File: src/rtl/id_stage_hz.sv
// Decode stage: field/immediate extraction, control decode, bypassed register file, load-use detect, ID/EX register.
// Latency: one cycle from instruction_d1 to idex_* outputs; register write-back lands at the edge, visible same cycle via bypass.
// Backpressure: hold freezes ID/EX and raises stall; load-use inserts one bubble; flush squashes ID and overrides both.
module id_stage_hz #(
   parameter int XLEN  = 32,
   parameter int NREGS = 32,
   localparam int RW   = $clog2(NREGS)
) (
   input  logic            clk,
   input  logic            rst,
   input  logic            if_valid,
   input  logic [31:0]     instruction_d1,
   input  logic [XLEN-1:0] pc_d,
   input  logic            flush,
   input  logic            hold,
   input  logic            reg_write_c4wb,
   input  logic [RW-1:0]   rd_c4wb,
   input  logic [XLEN-1:0] write_data_c4wb,
   output logic            stall,
   output logic            idex_valid,
   output logic [XLEN-1:0] idex_pc,
   output logic [RW-1:0]   idex_rs1,
   output logic [RW-1:0]   idex_rs2,
   output logic [RW-1:0]   idex_rd,
   output logic [2:0]      idex_funct3,
   output logic [6:0]      idex_funct7,
   output logic [XLEN-1:0] idex_rdata1,
   output logic [XLEN-1:0] idex_rdata2,
   output logic [XLEN-1:0] idex_imm,
   output logic            idex_alu_src,
   output logic            idex_mem_to_reg,
   output logic            idex_reg_write,
   output logic            idex_mem_read,
   output logic            idex_mem_write,
   output logic            idex_branch,
   output logic            idex_jump,
   output logic            idex_illegal,
   output logic [1:0]      idex_alu_op
);

   localparam logic [6:0] OP_R      = 7'b0110011;
   localparam logic [6:0] OP_IALU   = 7'b0010011;
   localparam logic [6:0] OP_LOAD   = 7'b0000011;
   localparam logic [6:0] OP_STORE  = 7'b0100011;
   localparam logic [6:0] OP_BRANCH = 7'b1100011;
   localparam logic [6:0] OP_JAL    = 7'b1101111;
   localparam logic [6:0] OP_JALR   = 7'b1100111;
   localparam logic [6:0] OP_LUI    = 7'b0110111;
   localparam logic [6:0] OP_AUIPC  = 7'b0010111;

   typedef struct packed {
      logic            valid;
      logic [XLEN-1:0] pc;
      logic [RW-1:0]   rs1;
      logic [RW-1:0]   rs2;
      logic [RW-1:0]   rd;
      logic [2:0]      funct3;
      logic [6:0]      funct7;
      logic [XLEN-1:0] rdata1;
      logic [XLEN-1:0] rdata2;
      logic [XLEN-1:0] imm;
      logic            alu_src;
      logic            mem_to_reg;
      logic            reg_write;
      logic            mem_read;
      logic            mem_write;
      logic            branch;
      logic            jump;
      logic            illegal;
      logic [1:0]      alu_op;
   } idex_t;

   logic [XLEN-1:0] regs_q [NREGS];
   logic [XLEN-1:0] regs_d [NREGS];
   idex_t           idex_q, idex_d, dec;
   logic [6:0]      opcode;
   logic [31:0]     imm32;
   logic            use_rs1, use_rs2, load_use, wb_en;

   assign opcode = instruction_d1[6:0];
   assign wb_en  = reg_write_c4wb && (rd_c4wb != '0);

   // Decode fields, immediate, controls and bypassed operands of the instruction in ID
   always_comb begin
      dec        = '0;
      imm32      = '0;
      dec.valid  = if_valid;
      dec.pc     = pc_d;
      dec.rd     = instruction_d1[7 +: RW];
      dec.funct3 = instruction_d1[14:12];
      dec.rs1    = instruction_d1[15 +: RW];
      dec.rs2    = instruction_d1[20 +: RW];
      case (opcode)
         OP_IALU, OP_LOAD, OP_JALR:
            imm32 = {{20{instruction_d1[31]}}, instruction_d1[31:20]};
         OP_STORE:
            imm32 = {{20{instruction_d1[31]}}, instruction_d1[31:25], instruction_d1[11:7]};
         OP_BRANCH:
            imm32 = {{19{instruction_d1[31]}}, instruction_d1[31], instruction_d1[7],
                     instruction_d1[30:25], instruction_d1[11:8], 1'b0};
         OP_LUI, OP_AUIPC:
            imm32 = {instruction_d1[31:12], 12'b0};
         OP_JAL:
            imm32 = {{11{instruction_d1[31]}}, instruction_d1[31], instruction_d1[19:12],
                     instruction_d1[20], instruction_d1[30:21], 1'b0};
         default:
            imm32 = '0;
      endcase
      dec.imm = XLEN'($signed(imm32));
      case (opcode)
         OP_R: begin
            dec.funct7    = instruction_d1[31:25];
            dec.reg_write = 1'b1;
            dec.alu_op    = 2'b10;
         end
         OP_IALU: begin
            dec.alu_src   = 1'b1;
            dec.reg_write = 1'b1;
            dec.alu_op    = 2'b10;
         end
         OP_LOAD: begin
            dec.alu_src    = 1'b1;
            dec.mem_read   = 1'b1;
            dec.mem_to_reg = 1'b1;
            dec.reg_write  = 1'b1;
         end
         OP_STORE: begin
            dec.alu_src   = 1'b1;
            dec.mem_write = 1'b1;
         end
         OP_BRANCH: begin
            dec.branch = 1'b1;
            dec.alu_op = 2'b01;
         end
         OP_JAL: begin
            dec.jump      = 1'b1;
            dec.reg_write = 1'b1;
         end
         OP_JALR: begin
            dec.jump      = 1'b1;
            dec.reg_write = 1'b1;
            dec.alu_src   = 1'b1;
         end
         OP_LUI, OP_AUIPC: begin
            dec.alu_src   = 1'b1;
            dec.reg_write = 1'b1;
         end
         default: dec.illegal = 1'b1;
      endcase
      // x0 reads zero; a same-cycle write-back to the read index is passed straight through
      if (dec.rs1 == '0)                   dec.rdata1 = '0;
      else if (wb_en && rd_c4wb == dec.rs1) dec.rdata1 = write_data_c4wb;
      else                                 dec.rdata1 = regs_q[dec.rs1];
      if (dec.rs2 == '0)                   dec.rdata2 = '0;
      else if (wb_en && rd_c4wb == dec.rs2) dec.rdata2 = write_data_c4wb;
      else                                 dec.rdata2 = regs_q[dec.rs2];
   end

   // Detect a consumer in ID of a load sitting in ID/EX
   always_comb begin
      use_rs1  = !(opcode == OP_LUI || opcode == OP_AUIPC || opcode == OP_JAL);
      use_rs2  = (opcode == OP_R || opcode == OP_STORE || opcode == OP_BRANCH);
      load_use = if_valid && idex_q.valid && idex_q.mem_read && (idex_q.rd != '0) &&
                 ((use_rs1 && idex_q.rd == dec.rs1) || (use_rs2 && idex_q.rd == dec.rs2));
      stall    = !flush && (hold || load_use);
   end

   // ID/EX next state: flush > hold > load-use bubble > decoded instruction
   always_comb begin
      idex_d = dec;
      if (flush)         idex_d = '0;
      else if (hold)     idex_d = idex_q;
      else if (load_use) idex_d = '0;
   end

   // Register file next state: write-back is never blocked by pipeline control
   always_comb begin
      regs_d = regs_q;
      if (wb_en) regs_d[rd_c4wb] = write_data_c4wb;
   end

   // State registers with asynchronous clear
   always_ff @(posedge clk or posedge rst) begin
      if (rst) begin
         idex_q <= '0;
         for (int i = 0; i < NREGS; i++) regs_q[i] <= '0;
      end else begin
         idex_q <= idex_d;
         regs_q <= regs_d;
      end
   end

   assign idex_valid      = idex_q.valid;
   assign idex_pc         = idex_q.pc;
   assign idex_rs1        = idex_q.rs1;
   assign idex_rs2        = idex_q.rs2;
   assign idex_rd         = idex_q.rd;
   assign idex_funct3     = idex_q.funct3;
   assign idex_funct7     = idex_q.funct7;
   assign idex_rdata1     = idex_q.rdata1;
   assign idex_rdata2     = idex_q.rdata2;
   assign idex_imm        = idex_q.imm;
   assign idex_alu_src    = idex_q.alu_src;
   assign idex_mem_to_reg = idex_q.mem_to_reg;
   assign idex_reg_write  = idex_q.reg_write;
   assign idex_mem_read   = idex_q.mem_read;
   assign idex_mem_write  = idex_q.mem_write;
   assign idex_branch     = idex_q.branch;
   assign idex_jump       = idex_q.jump;
   assign idex_illegal    = idex_q.illegal;
   assign idex_alu_op     = idex_q.alu_op;

endmodule

File: config.mk
export PLATFORM = sky130hd
export DESIGN_NAME = id_stage_hz
export DESIGN_NICKNAME = d
export VERILOG_FILES = /design/src/rtl/id_stage_hz.sv
export SDC_FILE = /design/constraint.sdc
export NUM_CORES = 2
export LEC_CHECK = 0
export CAP_MARGIN = 20
export CORE_MARGIN = 2
export CORE_UTILIZATION = 35
export DETAILED_ROUTE_END_ITERATION = 8
export GPL_ROUTABILITY_DRIVEN = 0
export PLACE_DENSITY = 0.48
export SLEW_MARGIN = 20
export SYNTH_ARGS = -nofsm -noshare
export SYNTH_HDL_FRONTEND = slang
export SYNTH_SLANG_ARGS = --single-unit
File: constraint.sdc
create_clock -name clk -period 104.6 [get_ports clk]
set_input_delay 15.69 -clock clk [delete_from_list [all_inputs] [get_ports clk]]
set_output_delay 15.69 -clock clk [all_outputs]
set_load 0.03 [all_outputs]
==> results.txt <==
----------------------------------------------------
[Critical path]
  Slack of the worst reg-to-reg path ... 100.95 ns
  Worst flop-to-flop path endpoint ... idex_rdata1[15]$_DFFE_PP0P_
  Data arrival time of the critical path ... 18.65 ns
  Worst Path Required ... 88.91 ns
  Startpoint of the worst register-to-register path ... idex_rd[2]$_DFFE_PP0P_
  Critical path start-end classification ... primary input to output port
  Crit path largest cell delay ... 0.68 ns
  Worst Reg-to-Reg Cells ... 7
  Dominant delay contributor by cell family on the critical path ... simple AND/OR/NAND/NOR gates
  Sort of element at the start of the critical path ... primary input
  Library cell contributing the largest single delay on the critical path ... clkdlybuf4s50_1
  CP Buf/Inv Count ... 2
  Critical Path, Cell by Cell ... clkdlybuf4s50_1 > nor4bb_1 > nand2_1 > nor4_2 > a211oi_1 > nor2_1 > clkdlybuf4s50_1
  Most prevalent standard cell on the critical path ... clkdlybuf4s50_1
  Stages on worst setup path ... 7
  Sort of element at the end of the critical path ... output port
  Peak fanout along the critical path ... 8

[Floorplanning]
  Height of the die ... 421 um
  Row Count ... 153
  I/O Pins ... 272
  Width of the die ... 421 um
  Area inside the core boundary ... 173000 sq um
  Die Area ... 177000 sq um
  Effective utilization at floorplan ... 35.1%

[Logic synthesis]
  Netlist Area Pre-Place ... 60900 sq um
  Area share of the largest cell type after synthesis ... 48.7%
  Xor-xnor portion of the synthesized cell area ... 0.288%
  Cell type with the largest total area after synthesis ... dfrtp_1
  Number of distinct standard cells referenced by the synthesized netlist ... 47
  FF+latch count, synth ... 1186
  Fraction of the mapped netlist area in compound gates ... 5.45%
  Async set or reset register ratio after synthesis ... 100%
  Share of synthesized area spent on multiplexers ... 39.2%
  Post-synthesis average cell area ... 14.1 sq um
  Number of standard cells after synthesis ... 4319
  Post-synthesis share of cell area spent on and, or, nand and nor gates ... 3.26%
  Total of warnings raised by yosys ... 0
  Count of flip-flops with a built-in enable after synthesis ... 0
  Arithmetic-cell share of the synthesized area counting full adders, half adders and majority gates ... 0%
  Sequential area share after synthesis ... 48.7%
  Total nets after synthesis ... 4426
  Main synth FF type ... dfrtp_1
  Cell types occupying the most area after synthesis ... dfrtp_1, mux2_2, mux4_2, mux2i_1, clkbuf_1
  Dominant combinational cell family by area after synthesis ... multiplexers

[Global route]
  GRT overflow ... 0
  GRT Util Overall ... 24.3%
  Via count of the first global-routing pass ... 41000
  Number of antenna violations at the first check in global routing ... 5
  Global-route wire length before repair ... 314000 um
  Largest net degree at the start of global routing ... 163

[Min path]
  Source of the worst hold timing path ... regs_q[1010]$_DFFE_PP0P_
  Worst hold stages ... 0
  Worst Hold Endpoint ... regs_q[1010]$_DFFE_PP0P_
  Hold Path Class ... register to register

[Place]
  HPWL after detailed placement ... 117000 um
  Post-Place Cell Area ... 65900 sq um
  Worst setup slack after placement ... 70.30 ns
  Total placed cells including tap cells ... 6536
  Input/output buffers ... 271

[Detailed routing]
  DRC violations left ... 0
  Detailed-router iteration count before antenna repair ... 8
  WL/cell ... 32.0 um
  Routed via count divided by cell count ... 5.88
  Via Count ... 39900
  Overall routed net length ... 217000 um
  DR iter-0 viols ... 3289
  Post-route ant nets ... 0

[Layout]
  Register name with the most flops ... regs_q
  Post-Layout Inst Area ... 70700 sq um
  Count of nets after finishing ... 4464
  Layout fillers ... 16100
  Most frequent cells in the layout ... dfrtp_1, mux2_2, mux4_2, mux2i_1, clkdlybuf4s50_1
  End-of-flow core utilization ... 40.8%
  Multi-input logic area ... 29700 sq um
  Share of layout cells above drive strength 1 ... 40.3%
  Register Area ... 29700 sq um
  Largest register FFs ... 1024
  Area growth from synthesis to layout ... 16.1%
  Count of placed standard cells in the final layout, fillers left out ... 6787
  Most common cell after layout, fill and taps aside ... dfrtp_1

[Clocking]
  Number of buffers added to fix hold violations after cts ... 0
  Clock tree from TritonCTS ... done
  Clock sink count ... 1186
  Post-CTS setup buffer count ... 0
  Later-pin clock latency in the skew report ... 0.78 ns
  Post-cts repair resize count ... 0
  Number of levels the H-tree was split into ... 4
  Number of buffers added by the clock tree synthesis step ... 143
  Longest Clk Path Bufs ... 3
  Root buf cell ... clkbuf_16
  Clock transition at the registers of the reported paths ... 0.06 ns

[Timing]
  Total negative slack for setup checks ... 0 ns
  Unrepaired setup endpoints after global routing ... no
  Slew of the pin with the lowest slew margin ... 1.20 ns
  Final worst-path cycle share ... 32.8%
  WHS ... 0.397 ns
  Headroom to the max-slew limit ... 20.0%
  Total setup violations reported at the end of the flow ... 0
  Fin Clk Skew ... 0.0297 ns
  Worst setup margin ... 70.26 ns
  Fin. Hold Viols ... 0
  Peak clock frequency supported by timing ... 29.1 MHz
  Max Slew Vio Count ... 0
  Min cycle time layout ... 34.34 ns

[Run status]
  Result of the run ... finished clean

[Power and ir drop]
  NetSw ... 373 uW
  Seq pwr share ... 43.4%
  Clock Power Share ... 38.0%
  Fraction of power spent switching nets ... 27.2%
  Peak supply drop ... 0.0180 mV
  Leakage power figure ... 30.6 nW
  Comb power frac ... 18.6%
  Power Total ... 1.37 mW
  Power per Cell Area ... 19.4 nW/um^2
  Pint ... 1.00 mW

[Run]
  Max Cap Viol ... 0

----------------------------------------------------
## layout make-up
class	count	share of cell area [%]
tap	2325	4.11
clock buffer	214	6.19
clock inverter	35	0.717
sequential	1186	42.0
timing repair buffer	371	4.98
multi-input combinational	2651	42.0
inverter	4	0.0318
antenna	1	0.00354
## synthesized netlist by cell type (3+ instances only)
cell type / count
dfrtp_1: 1186
mux2_2: 974
mux4_2: 419
mux2i_1: 347
clkbuf_1: 346
a22oi_1: 162
nand2_1: 136
nand3_1: 134
a21oi_1: 85
buf_1: 80
a22o_1: 69
nor2_1: 60
buf_2: 50
o21ai_0: 47
nor2b_1: 39
a211oi_1: 32
o211ai_1: 32
o31ai_1: 32
xnor2_1: 13
nand2b_1: 9
xor2_1: 7
or3_1: 6
nor3b_1: 5
or2_2: 5
and3_1: 4
inv_1: 4
a32o_1: 3
and2_0: 3
nand3b_1: 3
nor3_1: 3
nor4_1: 3
or4_1: 3
## worst max path at each step
stage | from | to | slack (ns)
3_3_place_gp | instruction_d1[3] | stall | 70.31
5_1_grt | instruction_d1[23] | stall | 70.17
4_1_cts | instruction_d1[23] | stall | 70.29
2_1_floorplan | rst | idex_alu_op[0]$_DFFE_PP0P_ | 55.50
6_report | instruction_d1[3] | stall | 70.26
3_5_place_dp | instruction_d1[23] | stall | 70.30
## routing by layer
metal / vias up / track usage (%) / share of wire [%]
li1: 16500 / - / -
met3: 286 / 3.88 / 4.9
met5: - / 0 / 0.0060
met2: 1125 / 38.1 / 47
met4: 2 / 7.28 / 2.8
met1: 21900 / 34.7 / 46
## power groups by stage
stage          sequential, mW  combinational [mW]  clock, mW
2_1_floorplan           0.592               0.187          0
3_3_place_gp            0.600               0.254          0
3_5_place_dp            0.602               0.257          0
4_1_cts                 0.594               0.258      0.534
5_1_grt                 0.607               0.274      0.553
6_report                0.596               0.255      0.522
## cells by family after synthesis
| logic type | count (synthesis) |
|---|---|
| xor gates and xnor gates | 20 |
| muxes | 1740 |
| AOI/OAI and AO/OA | 472 |
| buffers and inverters | 482 |
| DFF | 1186 |
| and+or+nand+nor | 419 |
Power figures use the tool's default switching activity.
